[src/rtl/pulse_meter.sv]
// rtl/pulse_meter.sv - pulse width and rising-to-rising period meter
// Publishes one width/period pair per completed high+low cycle of the synchronized input.
module pulse_meter #(
  parameter int CNT_W       = 8,
  parameter int SYNC_STAGES = 2
) (
  input  logic             clock,
  input  logic             reset,
  input  logic             signal,
  input  logic             enable,
  output logic [CNT_W-1:0] width,
  output logic [CNT_W-1:0] period,
  output logic             valid,
  output logic             overflow,
  output logic             busy
);

  typedef enum logic [1:0] {
    IDLE  = 2'd0,
    ARMED = 2'd1,
    HIGH  = 2'd2,
    LOW   = 2'd3
  } state_t;

  localparam logic [CNT_W-1:0] CNT_MAX = {CNT_W{1'b1}};
  localparam logic [CNT_W-1:0] CNT_ONE = {{(CNT_W-1){1'b0}}, 1'b1};

  state_t                 state_q, state_d;
  logic [SYNC_STAGES-1:0] sync_q, sync_d;
  logic                   s_prev_q, s_prev_d;
  logic [CNT_W-1:0]       width_cnt_q, width_cnt_d;
  logic [CNT_W-1:0]       period_cnt_q, period_cnt_d;
  logic [CNT_W-1:0]       width_q, width_d;
  logic [CNT_W-1:0]       period_q, period_d;
  logic                   valid_q, valid_d;
  logic                   overflow_q, overflow_d;
  logic                   busy_q, busy_d;

  logic s;
  logic rise;
  logic fall;

  assign s    = sync_q[SYNC_STAGES-1];
  assign rise = s & ~s_prev_q;
  assign fall = ~s & s_prev_q;

  function automatic logic [CNT_W-1:0] sat_inc(input logic [CNT_W-1:0] v);
    return (v == CNT_MAX) ? v : v + CNT_ONE;
  endfunction

  always_comb begin
    sync_d       = {sync_q[SYNC_STAGES-2:0], signal};
    s_prev_d     = s;
    state_d      = state_q;
    width_cnt_d  = width_cnt_q;
    period_cnt_d = period_cnt_q;
    width_d      = width_q;
    period_d     = period_q;
    valid_d      = 1'b0;
    overflow_d   = overflow_q;

    // Disable overrides everything, including a rise seen in the same cycle.
    if (!enable) begin
      state_d      = IDLE;
      width_cnt_d  = '0;
      period_cnt_d = '0;
    end else begin
      case (state_q)
        IDLE: begin
          state_d = ARMED;
        end
        ARMED: begin
          if (rise) begin
            state_d      = HIGH;
            width_cnt_d  = CNT_ONE;
            period_cnt_d = CNT_ONE;
          end
        end
        HIGH: begin
          if (fall) begin
            state_d      = LOW;
            period_cnt_d = sat_inc(period_cnt_q);
          end else begin
            width_cnt_d  = sat_inc(width_cnt_q);
            period_cnt_d = sat_inc(period_cnt_q);
          end
        end
        LOW: begin
          if (rise) begin
            state_d      = HIGH;
            width_d      = width_cnt_q;
            period_d     = period_cnt_q;
            valid_d      = 1'b1;
            overflow_d   = overflow_q | (width_cnt_q == CNT_MAX) | (period_cnt_q == CNT_MAX);
            width_cnt_d  = CNT_ONE;
            period_cnt_d = CNT_ONE;
          end else begin
            period_cnt_d = sat_inc(period_cnt_q);
          end
        end
        default: begin
          state_d = IDLE;
        end
      endcase
    end

    busy_d = (state_d != IDLE);
  end

  always_ff @(posedge clock) begin
    if (reset) begin
      state_q      <= IDLE;
      sync_q       <= '0;
      s_prev_q     <= 1'b0;
      width_cnt_q  <= '0;
      period_cnt_q <= '0;
      width_q      <= '0;
      period_q     <= '0;
      valid_q      <= 1'b0;
      overflow_q   <= 1'b0;
      busy_q       <= 1'b0;
    end else begin
      state_q      <= state_d;
      sync_q       <= sync_d;
      s_prev_q     <= s_prev_d;
      width_cnt_q  <= width_cnt_d;
      period_cnt_q <= period_cnt_d;
      width_q      <= width_d;
      period_q     <= period_d;
      valid_q      <= valid_d;
      overflow_q   <= overflow_d;
      busy_q       <= busy_d;
    end
  end

  assign width    = width_q;
  assign period   = period_q;
  assign valid    = valid_q;
  assign overflow = overflow_q;
  assign busy     = busy_q;

endmodule

[config.mk]
export PLATFORM = sky130hd
export DESIGN_NAME = pulse_meter
export DESIGN_NICKNAME = d
export VERILOG_FILES = /design/src/rtl/pulse_meter.sv
export SDC_FILE = /design/constraint.sdc
export NUM_CORES = 1
export LEC_CHECK = 0
export ABC_AREA = 1
export CAP_MARGIN = 20
export CORE_MARGIN = 3
export CORE_UTILIZATION = 35
export CTS_CLUSTER_SIZE = 30
export DETAILED_ROUTE_END_ITERATION = 7
export PLACE_DENSITY_LB_ADDON = 0.15
export SLEW_MARGIN = 20
export SYNTH_ARGS = -nofsm -noshare
export SYNTH_HDL_FRONTEND = slang
export SYNTH_SLANG_ARGS = --single-unit
[constraint.sdc]
create_clock -name clock -period 1.8 [get_ports clock]
set_input_delay 0.45 -clock clock [delete_from_list [all_inputs] [get_ports clock]]
set_output_delay 0.45 -clock clock [all_outputs]
set_load 0.01 [all_outputs]
==> results.md <==
* Chip Width at 75.2 um
* Longest Clk Path Bufs at 2
* Sequential-to-total area share from yosys stat at 47.8%
* Insertion delay to the later sink of the worst-skew pair at 290 ps
* CP bufs+invs at 1
* Synthesized area at 0.00168 mm2
* Kind of cell adding the most delay to the critical path: buffers and inverters
* DRT antenna net count at 0
* CP arrival at 1180 ps
* Mapped Cells at 229
* Syn_area_per_cell at 7.32 um2
* DRC Markers at 0
* Global route overflow at 0
* RSZ-0062 raised after global routing: false
* Number of synthesized register bits at 40
* Gr usage total at 13.9%
* Post-synth EDFFs at 0
* Setup TNS at 0 ps
* Max-Cap Viols at 0
* Number of global-route vias before repair at 1253
* Clock root cell: clkbuf_8
* CTS tree: yes
* Min Hold Slack at 404 ps
* Placeable Area at 0.00447 mm2
* Met3 wire len at 123 um
* Tcrit/Tclk final at 90.7%
* Port Buffer Count at 22
* Post-CTS Setup Inserts at 0
* H-tree levels at 2
* Pre-CTS WS at 42.4 ps
* Hold crit path type: reg2reg
* Total die area at 0.00566 mm2
* Critical Path Sink Type: output pin
* Slew HR at 81.7%
* Area delta synth->final at 27.2%
* Finished Core Util at 47.7%
* DRT Pass-1 Iters at 4
* Row count at 24
* Leakage at 0.838 nW
* Crit Path Category: reg2out
* N_diodes at 0
* Post-route cell area at 0.00213 mm2
* Slowest stage cell on the critical path: clkdlybuf4s50_1
* Total CTS buffers at 5
* Mapped Nets at 235
* Cts hold-fix bufs at 0
* PnR worst setup slack at 168 ps
* DRT Wirelength at 3590 um
* CP Max Fanout at 2
* Max layer used: met4
* Fmax at 613 MHz
* Final hold violation count at 0
* Yosys cell types at 22
* # placed instances at 308
* CP Launch Type: flip-flop
* Routability Congestion at 0.787
* Ys flop type: dfxtp_1
* 1st-iter DRT viols at 56
* Fraction of registers with async set or reset after synthesis at 0%
* CP max stage delay at 540 ps
* Synthesis warning total at 0
* Layout Skew at 7.99 ps
* Pwr Density at 786 mW/mm2
* Layout cells sized above 1 at 9.09%
* Placed Area at 0.00202 mm2
* Total power draw at 1.68 mW
* Setup violators final at 0
* Final Non-Filler Cells at 316
* Outcome: finished, final reports clean
* CTS Sinks at 40
* Met2 WL at 1470 um
* Clock Pin Slew Worst Setup and Hold Paths at 80 ps
* Hpwl dp at 2630 um
* Initial Util at 37.5%
* Largest net degree at the start of global routing at 20
* Top Ports at 23
* # fillers at 471
* First-pass GRT wire length at 5910 um
* WL/cell at 11.4 um
* Peak VDD IR at 0.000393 V
* DR vias at 1464
* Routed length on met1 at 1950 um
* CTS resizes at 0
* Slew @ Worst Pin at 274 ps
* DR vias/cell at 4.63
* Nets@finish at 269
* Die Y at 75.2 um
* Max Slew Vio Count at 0
* Post-layout min period at 1630 ps
* WP data required at 1350 ps
* Crit path cell chain: clkdlybuf4s50_1
* Initial antenna violation count at 0
==> synth_stat cells (2+ instances only) <==
cell | count | area, um2
nor2_1 | 49 | 184
dfxtp_1 | 40 | 801
nand2_1 | 38 | 143
inv_1 | 29 | 109
a21oi_1 | 19 | 95.1
o21ai_0 | 18 | 90.1
nand3_1 | 12 | 60.1
nor3_1 | 4 | 20.0
o21ai_1 | 4 | 20.0
a21oi_2 | 3 | 26.3
ha_1 | 2 | 25.0
==> cells in the final DEF (no fill, tap or decap), types with 2 or more instances in the layout <==
cell type	Yosys	routed
a21oi_1	19	19
a21oi_2	3	3
buf_12	0	2
buf_4	1	6
clkbuf_8	0	5
clkdlybuf4s50_1	0	22
dfxtp_1	40	40
ha_1	2	2
inv_1	29	29
nand2_1	38	38
nand3_1	12	12
nor2_1	49	49
nor3_1	4	4
o21ai_0	18	18
o21ai_1	4	4
==> final timing paths <==
check,start,endpoint,slack (ps),cells past startpoint
min,sync_q[0],sync_q[1],400,2
max,overflow,overflow,170,1
max reg2reg,width_cnt_q[1],width_cnt_q[5],270,8
min reg2reg,sync_q[0],sync_q[1],400,2
==> flip-flops by register name (all words and copies together) (netlist names) <==
register and cells:
busy 1, width 8, state_q 2, period_cnt_q 8
overflow 1, valid 1, period 8, sync_q 2
s_prev_q 1, width_cnt_q 8
==> metal layers <==
metal  GRT usage, %  vias up
met4           5.83        0
met1           21.1      640
met5              0        -
met2           18.9       24
met3           2.80        6
li1               -      794
==> power breakdown <==
part / internal [mW] / switching, mW / leakage, nW
Clock: 0.412 / 0.314 / 0.0552
Sequential: 0.890 / 0.00437 / 0.323
Combinational: 0.0240 / 0.0317 / 0.459
Total: 1.33 / 0.350 / 0.838
==> final cells by class <==
class | instances | area, um2 | area share [%]
clock buffers | 6 | 72.6 | 3.40
clock inverters | 2 | 35.0 | 1.64
inverters | 30 | 113 | 5.28
multi-input cells | 156 | 741 | 34.7
flip-flops and latches | 40 | 801 | 37.6
well taps | 52 | 65.1 | 3.05
repair buffers | 30 | 305 | 14.3
==> cell families after synthesis <==
group | share of synthesized area, %
buffers and inverters | 8.06
flip-flops | 47.8
AND/OR/NAND/NOR | 28.4
XOR/XNOR | 0.522
adder cells (fa/ha/maj) | 1.49
AO/OA/AOI/OAI | 13.8
Note: power is estimated with default switching activity, not from simulation.
